## src/rtl/relu_backward_stream.sv

```systemverilog
// ReLU backward pass on a stream: out_grad = in_grad where activation > 0, else +0.0.
// Latency 1 cycle from input accept to out_valid (empty buffer); 1 element/cycle sustained.
// Backpressure: 2-entry output buffer; in_ready deasserts only when both entries are held.
//
// Ports:
//   clk, rst_n                  clock, asynchronous active-low reset
//   in_valid/in_ready           input handshake; in_act, in_grad, in_last carried with it
//   out_valid/out_ready         output handshake; out_grad, out_last from the oldest entry
//   clear_stats, zero_count     zeroed-gradient statistics, present only when
//                               RELU_BWD_STATS_EN is defined
module relu_backward_stream #(
   parameter int WIDTH = 16,
   parameter int CNT_W = 16
) (
   input  logic             clk,
   input  logic             rst_n,
   input  logic             in_valid,
   output logic             in_ready,
   input  logic [WIDTH-1:0] in_act,
   input  logic [WIDTH-1:0] in_grad,
   input  logic             in_last,
   output logic             out_valid,
   input  logic             out_ready,
   output logic [WIDTH-1:0] out_grad,
   output logic             out_last
`ifdef RELU_BWD_STATS_EN
   ,
   input  logic             clear_stats,
   output logic [CNT_W-1:0] zero_count
`endif
);

   // Buffer storage and occupancy
   logic [WIDTH-1:0] buf_grad [2];
   logic             buf_last [2];
   logic             wr_ptr;
   logic             rd_ptr;
   logic [1:0]       count;

   logic             acc;
   logic             rel;
   logic             act_pos;
   logic [WIDTH-1:0] grad_sel;

   // Handshakes depend only on registered occupancy, so out_ready never
   // reaches in_ready combinationally.
   assign in_ready  = (count < 2'd2);
   assign out_valid = (count != 2'd0);
   assign acc       = in_valid & in_ready;
   assign rel       = out_valid & out_ready;

   // Positive means sign clear and any other bit set: +0.0 and -0.0 are not
   // positive, while +Inf and positive-sign NaN are.
   assign act_pos  = ~in_act[WIDTH-1] & (|in_act[WIDTH-2:0]);
   assign grad_sel = act_pos ? in_grad : '0;

   // Oldest entry is always at rd_ptr; it holds still until released.
   assign out_grad = buf_grad[rd_ptr];
   assign out_last = buf_last[rd_ptr];

   always_ff @(posedge clk or negedge rst_n) begin
      if (!rst_n) begin
         buf_grad[0] <= '0;
         buf_grad[1] <= '0;
         buf_last[0] <= 1'b0;
         buf_last[1] <= 1'b0;
         wr_ptr      <= 1'b0;
         rd_ptr      <= 1'b0;
         count       <= 2'd0;
      end else begin
         if (acc) begin
            buf_grad[wr_ptr] <= grad_sel;
            buf_last[wr_ptr] <= in_last;
            wr_ptr           <= ~wr_ptr;
         end
         if (rel) begin
            rd_ptr <= ~rd_ptr;
         end
         // Simultaneous accept and release leaves the occupancy unchanged.
         case ({acc, rel})
            2'b10:   count <= count + 2'd1;
            2'b01:   count <= count - 2'd1;
            default: count <= count;
         endcase
      end
   end

`ifdef RELU_BWD_STATS_EN
   // Counts accepted elements whose gradient was zeroed; saturates, clear wins.
   always_ff @(posedge clk or negedge rst_n) begin
      if (!rst_n) begin
         zero_count <= '0;
      end else if (clear_stats) begin
         zero_count <= '0;
      end else if (acc && !act_pos && (zero_count != {CNT_W{1'b1}})) begin
         zero_count <= zero_count + CNT_W'(1);
      end
   end
`else
   // Counter width has no user when statistics are compiled out.
   logic [CNT_W-1:0] unused_cnt_w;
   assign unused_cnt_w = '0;
`endif

endmodule
```

## config.mk

```make
export PLATFORM = sky130hd
export DESIGN_NAME = relu_backward_stream
export DESIGN_NICKNAME = d
export VERILOG_FILES = /design/src/rtl/relu_backward_stream.sv
export SDC_FILE = /design/constraint.sdc
export NUM_CORES = 1
export LEC_CHECK = 0
export ABC_AREA = 1
export CAP_MARGIN = 20
export CORE_MARGIN = 2
export CORE_UTILIZATION = 50
export CTS_CLUSTER_SIZE = 24
export DETAILED_ROUTE_END_ITERATION = 6
export GPL_TIMING_DRIVEN = 0
export PLACE_DENSITY = 0.83
export SKIP_CTS_REPAIR_TIMING = 1
export SYNTH_ARGS = -nofsm -noshare
export SYNTH_HDL_FRONTEND = slang
export SYNTH_SLANG_ARGS = --single-unit
```

## constraint.sdc

```tcl
create_clock -name clk -period 4.1 [get_ports clk]
set_input_delay 0.82 -clock clk [delete_from_list [all_inputs] [get_ports clk]]
set_output_delay 0.82 -clock clk [all_outputs]
set_load 0.02 [all_outputs]
```

### Word-level counts from Yosys, hierarchy flattened

Cells that the tools add are included.

* bits in registers: 38
* input port bits: 37
* output and inout port bits: 19
* word-level logic and storage cells: 41

* add/subtract/negate cells: 2
* $lt $le $gt $ge: 4
* equal/unequal tests: 2
* multiplexer cells: 14
* bitwise logic cells: 8
* reduce and logical (&&, ||, !) cells: 4

Operator list (count)
* 16-bit 2-to-1 mux: 5
* 32-bit bitwise mux: 1
* 16-bit demux with 1-bit select: 1
* 15-bit OR reduction: 1
* 2-bit >= comparator, second input constant: 2
* 1-bit 2-to-1 mux: 4
* 1-bit inverter with 2-bit output: 2
* 2-bit case mux with 2 select lines: 1
* 2-bit nonzero test: 2
* 1-bit bitwise AND: 3
* 1-bit inverter: 3
* 2-bit by 1-bit adder with 2-bit output, second input constant: 1
* 2-bit bitwise mux: 1
* 2-bit by 1-bit == test with 1-bit output, second input constant: 1
* 2-bit == test, second input constant: 1
* 2-bit by 1-bit < comparator with 1-bit output, second input constant: 1
* 2-bit < comparator, second input constant: 1
* 2-bit by 1-bit subtractor with 2-bit output, second input constant: 1
* 1-bit demux with 1-bit select: 1
* 1-bit logical AND: 1

### Logic depth before layout (Yosys ltp)

Gate-level depths: netlist of the first run.

* word-level depth: 6
* gate-level depth with buffers: 7
* mapped depth without buffers: 7

### Worst setup path after synthesis of the first run

OpenSTA, ideal clock, no wires.

* kind: register to output
* start point: reg rd_ptr
* end point: out out_grad[0]
* data arrival time: 1.039 ns
* data required time: 3.280 ns
* setup slack: 2.241 ns
* stages on the path, launching flop included: 6
* path buffers: 2
* cells stage by stage: dfrtp_1 -> buf_2 -> clkinv_1 -> buf_2 -> nand2_1 -> nand2_1

* cells in the longest elaborated chain, start to end: 4

Ends and longest elaborated chain
* start: declaration: RTL line 37 `logic rd_ptr;`
* start signal: assignment: RTL line 77 `rd_ptr <= ~rd_ptr;`
* 1-bit inverter with 2-bit output (not written as such): RTL line 58 `assign out_grad = buf_grad[rd_ptr];`
* 16-bit 2-to-1 mux (not written as such) (3 in series): RTL line 58
* end: declaration: RTL line 24 `output logic [WIDTH-1:0] out_grad,`

No other way between the ends. The select of a mux whose other input is x is not followed.

### Worst setup path after layout of the first run

* start point: reg rd_ptr
* end point: out out_grad[2]

The elaborated chain is that of the path after synthesis.

==> results.ini, run 1 <==
[clocking]
clkTransAtPathRegs_ns=0.07
cts_tree=built
cts_made_buffers=5
cts_num_sinks=38
htreeDepth=2
clk_latency_ns=0.29
cts_root_buf=clkbuf_8
clk_path_buf_depth=2

[timing]
setup_tns_ns=0
finalHoldViolCount=0
post-route-min-period_ns=2.909
finalMaxSlewViolations=0
hold_ws_ns=0.4834
setup_ws_ns=1.191
relSlewSlack_pct=45.52
finalClockSkew_ns=0.005953
fin_crit_sh_pct=70.94
rsz0062_at_grt=no
tightest_slew_ns=0.8172
max_freq_mhz=343.8
setup_viol=0

[critical_path]
critPathTopFamily=buffers and inverters
worstPathCellList=buf_2 > clkinv_1 > buf_2 > nand2_1 > nand2_1 > clkdlybuf4s50_1
cp-start-kind=register
cp-end-kind=output pin
critPathBufInv=4
max_stage_delay_ns=0.53
arrival_ns=2.09
worst-setup-path-type=register to output pin
cp_max_fo=10
required_ns=3.28
cpMaxStageDelayCell=clkdlybuf4s50_1

[drt]
vias_per_cell=5.336
top_layer_used=met4
wl_met2_um=2280
drcViolationCount=0
wl_um=4635
wl_met1_um=1996
vias=1857
wl_met3_um=282
wl_per_cell_um=13.32
ant_nets=0
drtIter0Drc=161
drt_first_pass_iters=5

[die]
core_area_um2=3633
die_x_um=65.33
initial_core_util_pct=51.76
rows=22
die_h_um=65.33
dieArea_um2=4267
num_io_pins=56

[power]
leakage_nw=1.340
p_per_area_nw_per_um2=703.3
peakVddDrop_mv=0.4410

[global_route]
grtUsageTotal_pct=24.25
grt-ovfl-total=0
grt_pass1_wl_um=7941
grt_pass1_vias=1828
grt_max_degree=39
antenna_found_initial=0

[synth]
synth-seq-area-share_pct=50.57
async_flop_share_pct=100.0
mappedNetlistArea_um2=1881
synth-edff-count=0
synthCells=238
synth_flop_cell=dfrtp_1
synth_cell_types=21
netlist_top_cells_count=nand2_1, dfrtp_1, nand4_1, nor2_1, buf_2
synth_top_cell_by_area=dfrtp_1
yosysTopAreaCellShare_pct=50.57
yosysMostFrequentCell=nand2_1
yosys_warnings=0
yosys-top-cells-area=dfrtp_1, nand2_1, nand4_1, buf_2, nor2_8
syn-num-nets=276
ys_ff_latch=38
postSynthAreaPerCell_um2=7.901

[placed_design]
place.gp.congestion=0.7901
portBuffers=55
dp_cells=341
place_ws_ns=1.501
dp_hpwl_um=3129

[worst_hold_path]
hp-class=register to register

[outcome]
status=finished, final reports clean

[run]
max-cap-violations=0

[finish]
fin_util_pct=71.52
drive_above_1_share_pct=8.667
nets=338
instances_no_fill=348
antenna_cells=0
area_growth_pct=38.19

## flip-flops by register name (all words and copies together) (netlist names)
signal	count
buf_grad	32
buf_last	2
count	2
rd_ptr	1
wr_ptr	1
## routing by layer
metal | vias up | GRT usage [%]
met3 | 10 | 5.479
met4 | 0 | 5.990
met1 | 877 | 30.65
met2 | 79 | 42.22
li1 | 891 | -
met5 | - | 0
## path summary, 6_finish.rpt
| kind | depth (start not counted) | slack [ns] | from | end |
|---|---|---|---|---|
| worst max-delay path | 6 | 1.19 | rd_ptr | out_grad[2] |
| worst min-delay path | 2 | 0.48 | buf_grad[10] | buf_grad[10] |
| worst max register to register | 7 | 2.44 | count[0] | count[1] |
| worst min register to register | 2 | 0.48 | buf_grad[10] | buf_grad[10] |
| max in group asynchronous | 1 | 2.97 | rst_n | count[1] |
| min in group asynchronous | 1 | 0.62 | rst_n | buf_grad[26] |
## worst reg2reg max path, stage by stage, from the launching register on
cell and delay [ns]:
dfrtp_1 0.41, or2_2 0.30, nand2_1 0.10, inv_1 0.05, ha_1 0.31, a21oi_1 0.11, o21ai_0 0.11, xor2_1 0.15
## power breakdown
| part | switching, mW | total (mW) | leakage [nW] | internal (mW) |
|---|---|---|---|---|
| Combinational | 0.496 | 0.876 | 0.791 | 0.380 |
| Clock | 0.128 | 0.322 | 0.0573 | 0.195 |
| Sequential | 0.0929 | 0.629 | 0.491 | 0.537 |
| Total | 0.716 | 1.83 | 1.34 | 1.11 |
## placed cells by master (no fill, tap or decap)
cell type        instances
nand2_1                125
clkdlybuf4s50_1         54
dfrtp_1                 38
nand4_1                 32
buf_2                    9
nor2_1                   9
clkbuf_8                 6
inv_1                    4
inv_2                    3
clkbuf_1                 2
nor2_8                   2
buf_6                    2
o21ai_0                  2
xor2_1                   2
clkinv_1                 1
buf_1                    1
nand2_4                  1
or2_2                    1
inv_4                    1
a21oi_1                  1
o21ai_1                  1
xnor2_1                  1
ha_1                     1
bufinv_16                1
## logic make-up (layout without fill, tap and decap cells)
kind of cell / after synthesis / after routing / share of synthesized area (%)
AOI/OAI and AO/OA: 4 / 4 / 1.064
xor gates and xnor gates: 3 / 3 / 1.397
adders and majority gates: 1 / 1 / 0.6652
buffers and inverters: 22 / 84 / 5.855
DFF: 38 / 38 / 50.57
and+or+nand+nor: 170 / 170 / 40.45
## metrics by stage
stage               total power [mW]  instance area (um^2)
floorplan                      1.148                  1881
finish                         1.828                  2599
detailed placement             1.506                  2486
global placement               1.485                  2491
CTS                            1.833                  2599
global route                   1.949                  2599
## area by class of cell
cell class,instances,area (um^2)
Fill cell,293,1035
Sequential cell,38,950.9
Multi-Input combinational cell,178,819.5
Timing Repair Buffer,55,545.5
Clock buffer,6,82.58
Buffer,13,73.82
Tap cell,48,60.06
Inverter,9,36.28
Clock inverter,1,30.03
Power figures use the tool's default switching activity.
==> run 2, diff against run 1 <==
- CORE_UTILIZATION: 50 -> 42
- PLACE_DENSITY: 0.83 -> 0.74
- clock period: 4.1 -> 2.6 ns (I/O delays scaled with it)
==> run 2 against run 1 <==
  * Routed wire length grew 3.3%
  * Total power grew 55%
  * First-iteration DRC count shrank 27%
  * Sequential share of layout area shrank 0.19 points
  * Global-route usage shrank 3.0 points
  * Non-clock buffer count grew 3
  * Combinational power grew 62%
  * Largest power group unchanged
  * Sequential cell count is the same
  * Clock power grew 31%
==> results.ini, run 2 (synthesized netlist as in run 1, its figures left out) <==
[power]
leakage_nw=1.348
p_per_area_nw_per_um2=1087
total_power_mw=2.839
peakVddDrop_mv=0.6014

[clocking]
cts_made_buffers=5
clk_latency_ns=0.30
cts_num_sinks=38
cts_root_buf=clkbuf_8
cts_tree=built
clkTransAtPathRegs_ns=0.07
htreeDepth=2
clk_path_buf_depth=2

[outcome]
status=finished, final reports clean

[critical_path]
cpMaxStageDelayCell=clkdlybuf4s50_1
critPathBufInv=4
cp_max_fo=10
critPathTopFamily=buffers and inverters
cp-end-kind=output pin
required_ns=2.08
r2r_slack_ns=0.91
cp-start-kind=register
max_stage_delay_ns=0.60
cp.depth=6
arrival_ns=1.92
r2r-end=count[1]
reg2reg_depth=7
r2r_start=count[0]
cpMostUsedCell=nand2_1
worst-setup-path-type=register to output pin
worstPathCellList=buf_2 > clkinvlp_4 > clkbuf_4 > nand2_1 > nand2_1 > clkdlybuf4s50_1

[placed_design]
place_ws_ns=0.2848
dp_hpwl_um=3330
place.gp.congestion=0.8091
placed_area_um2=2491
portBuffers=55
dp_cells=345

[timing]
finalClockSkew_ns=0.005257
fin_crit_sh_pct=93.99
hold_ws_ns=0.3200
finalHoldViolCount=0
max_freq_mhz=409.2
finalMaxSlewViolations=0
setup_viol=0
post-route-min-period_ns=2.444
setup_ws_ns=0.1562
rsz0062_at_grt=no
setup_tns_ns=0
tightest_slew_ns=0.8456
relSlewSlack_pct=43.63

[drt]
vias=1796
vias_per_cell=5.045
ant_nets=0
wl_um=4790
drt_first_pass_iters=4
drcViolationCount=0
drtIter0Drc=118
wl_per_cell_um=13.46

[finish]
largest_reg_flops=32
drive_above_1_share_pct=10.20
nets=341
final_cell_mix=nand2_1, clkdlybuf4s50_1, dfrtp_1
reg_top3=buf_grad: 32 flops, buf_last: 2 flops, count: 2 flops
multi_input_area_um2=819.5
fin_util_pct=60.42
finalInstanceArea_um2=2613
area_growth_pct=38.92
final-seq-area_um2=950.9
top_register=buf_grad
fill_cells=421
instances_no_fill=356
layout_commonest_cell=nand2_1
antenna_cells=0

[die]
dieArea_um2=5029
rows=24
die_x_um=70.92
core_area_um2=4324
initial_core_util_pct=43.49
die_h_um=70.92
num_io_pins=56

[global_route]
grt-ovfl-total=0
grt_pass1_vias=1875
grt_pass1_wl_um=8280
antenna_found_initial=0
grtUsageTotal_pct=21.21
grt_max_degree=39

[worst_hold_path]
hp-class=input port to asynchronous set/reset pin

[run]
max-cap-violations=0

[run 2: cell count changes in the layout (fill, tap and decap cells not counted)]
cell	delta
buf_1	-1
buf_2	-1
buf_4	+3
bufinv_16	-1
clkbuf_1	+1
clkbuf_2	+1
clkbuf_4	+1
clkinv_1	-1
clkinv_2	+1
clkinvlp_4	+1
[run 2: how the worst max path moves through the flow]
stage | from | to
global route | rd_ptr | out_grad[10]
detailed placement | rd_ptr | out_grad[2]
floorplan | count[0] | count[1]
CTS | rd_ptr | out_grad[2]
finish | rd_ptr | out_grad[1]
global placement | rst_n | buf_last[0]
[run 2: metal layers]
layer	GRT usage (%)	wire length, um	vias up	share of wire, %
li1	-	-	902	-
met1	25.51	2140	832	45
met2	35.93	2305	53	48
met3	4.558	244	9	5.1
met4	10.69	100	0	2.1
met5	0	0	-	0
[run 2: power by group]
group          internal, mW  leakage, nW  switching [mW]
Sequential            0.846        0.491           0.147
Combinational         0.635        0.808           0.787
Clock                 0.214       0.0482           0.210
Total                  1.70         1.35            1.14
[run 2: final cells by class]
class	instances	area share, %
multi-input cells	178	31.37
inverters	9	1.533
flip-flops and latches	38	36.40
clock inverters	1	0.1916
well taps	52	2.490
clock buffers	7	3.305
repair buffers	58	21.74
plain buffers	13	2.969
[run 2: worst reg2reg max path: stages (launching register included)]
cell     delay [ns]
dfrtp_1        0.41
or2_2          0.30
nand2_1        0.09
inv_1          0.05
ha_1           0.31
a21oi_1        0.12
o21ai_0        0.13
xor2_1         0.16
==> run 3, diff against run 2 <==
- CORE_UTILIZATION: 42 -> 50
- DONT_BUFFER_PORTS: not set -> 1
- PLACE_DENSITY: 0.74 -> 0.67
==> run 3 against run 2 <==
  * Sequential power about the same
  * Clock power decreased by 6.1%
  * Count of clock-buffer cells in the layout fell by 1
  * Sequential cell count did not move
  * Die area down 15%
  * Total power down 15%
  * Register-to-register slack worse by 0.03 ns
  * Non-clock buffer count decreased by 57
  * Critical path type unchanged
  * Critical endpoint is now out_grad[0]
  * Highest routed layer unchanged
==> results.ini, run 3 (synthesized netlist as in run 1, its figures left out) <==
[die]
core_area_um2=3633
initial_core_util_pct=51.76
dieArea_um2=4267
num_io_pins=56
rows=22
die_h_um=65.33
die_x_um=65.33

[power]
power.internal_mw=1.337
switchingPower_mw=1.063
switching_share_pct=44.28
leakage_nw=1.125
pwr-share-seq_pct=41.4
p_per_area_nw_per_um2=1175
peakVddDrop_mv=0.5316
pwr-share-clk_pct=16.6
p_comb_share_pct=42.0
total_power_mw=2.400

[drt]
vias_per_cell=5.481
wl_um=4403
wl_per_cell_um=15.03
ant_nets=0
drtIter0Drc=103
vias=1606
drcViolationCount=0
drt_first_pass_iters=4

[finish]
instances_no_fill=293
area_growth_pct=8.649
top_register=buf_grad
largest_reg_flops=32
fin_util_pct=56.23
finalInstanceArea_um2=2043
layout_commonest_cell=nand2_1
final_cell_mix=nand2_1, dfrtp_1, nand4_1
nets=284
drive_above_1_share_pct=10.20
reg_top3=buf_grad: 32 flops, buf_last: 2 flops, count: 2 flops
antenna_cells=0

[timing]
max_freq_mhz=459.8
finalHoldViolCount=0
tightest_slew_ns=0.5418
rsz0062_at_grt=no
finalClockSkew_ns=0.002288
relSlewSlack_pct=63.88
hold_ws_ns=0.06059
fin_crit_sh_pct=83.66
finalMaxSlewViolations=0
setup_viol=0
setup_tns_ns=0
post-route-min-period_ns=2.175
setup_ws_ns=0.4249

[global_route]
grtUsageTotal_pct=23.59
grt-ovfl-total=0
grt_pass1_vias=1597
grt_max_degree=39
antenna_found_initial=0
grt_pass1_wl_um=7527

[placed_design]
placed_area_um2=1941
dp_cells=286
place.gp.congestion=0.8022
portBuffers=0
place_ws_ns=0.7185
dp_hpwl_um=2992

[critical_path]
cp-end-kind=output pin
arrival_ns=1.66
required_ns=2.08
worst-setup-path-type=register to output pin
worstPathCellList=buf_2 > clkinv_1 > buf_2 > nand2_1 > nand2_1
cpMaxStageDelayCell=dfrtp_1
cp_max_fo=10
max_stage_delay_ns=0.32
cp-start-kind=register

[clocking]
clkTransAtPathRegs_ns=0.07
clk_latency_ns=0.29
clk_path_buf_depth=2
htreeDepth=2
cts_root_buf=clkbuf_8
cts_tree=built
cts_made_buffers=5
cts_num_sinks=38

[worst_hold_path]
hp-class=input port to asynchronous set/reset pin

[outcome]
status=finished, final reports clean

[run]
max-cap-violations=0

[run 3: cell types whose count changed in the layout (fill, tap and decap cells not counted), sizes merged]
cell,previous run,this run
clkdlybuf4s50,54,0
clkbuf,11,8
buf,13,12
clkinvlp,1,0
[run 3: metal layers]
| metal | vias to the layer above | global-route usage [%] | wire length [um] |
|---|---|---|---|
| li1 | 779 | - | - |
| met1 | 762 | 30.85 | 1892 |
| met2 | 58 | 38.27 | 2142 |
| met3 | 7 | 6.164 | 299 |
| met4 | 0 | 7.813 | 69 |
| met5 | - | 0 | 0 |
[run 3: power by group through the flow]
stage / clock network [mW] / registers, mW / logic [mW]
floorplan: 0 / 0.967 / 0.843
global placement: 0 / 0.992 / 0.986
detailed placement: 0 / 1.00 / 1.00
CTS: 0.409 / 0.993 / 1.00
global route: 0.433 / 1.03 / 1.15
finish: 0.397 / 0.994 / 1.01
[run 3: final timing paths]
kind                         startpoint      endpoint  slack, ns  depth (start not counted)
max                              rd_ptr   out_grad[0]       0.42                          5
min                               rst_n      count[0]       0.06                          1
max reg2reg                    count[0]      count[1]       0.88                          7
min reg2reg                buf_grad[10]  buf_grad[10]       0.48                          2
max in group asynchronous         rst_n   buf_grad[3]       2.35                          1
min in group clk                in_last   buf_last[0]       0.38                          2
[run 3: final cells by class]
| type | count | area, um^2 |
|---|---|---|
| fillers | 352 | 1590 |
| flip-flops and latches | 38 | 950.9 |
| multi-input cells | 178 | 819.5 |
| clock buffers | 6 | 82.58 |
| plain buffers | 13 | 73.82 |
| well taps | 48 | 60.06 |
| inverters | 9 | 36.28 |
| repair buffers | 1 | 20.02 |
[run 3: critical path: cells and delay by family (launching register included)]
family	cells	cell delay [ns]
buf+inv	3	0.82
simple gates	2	0.22
flops	1	0.32
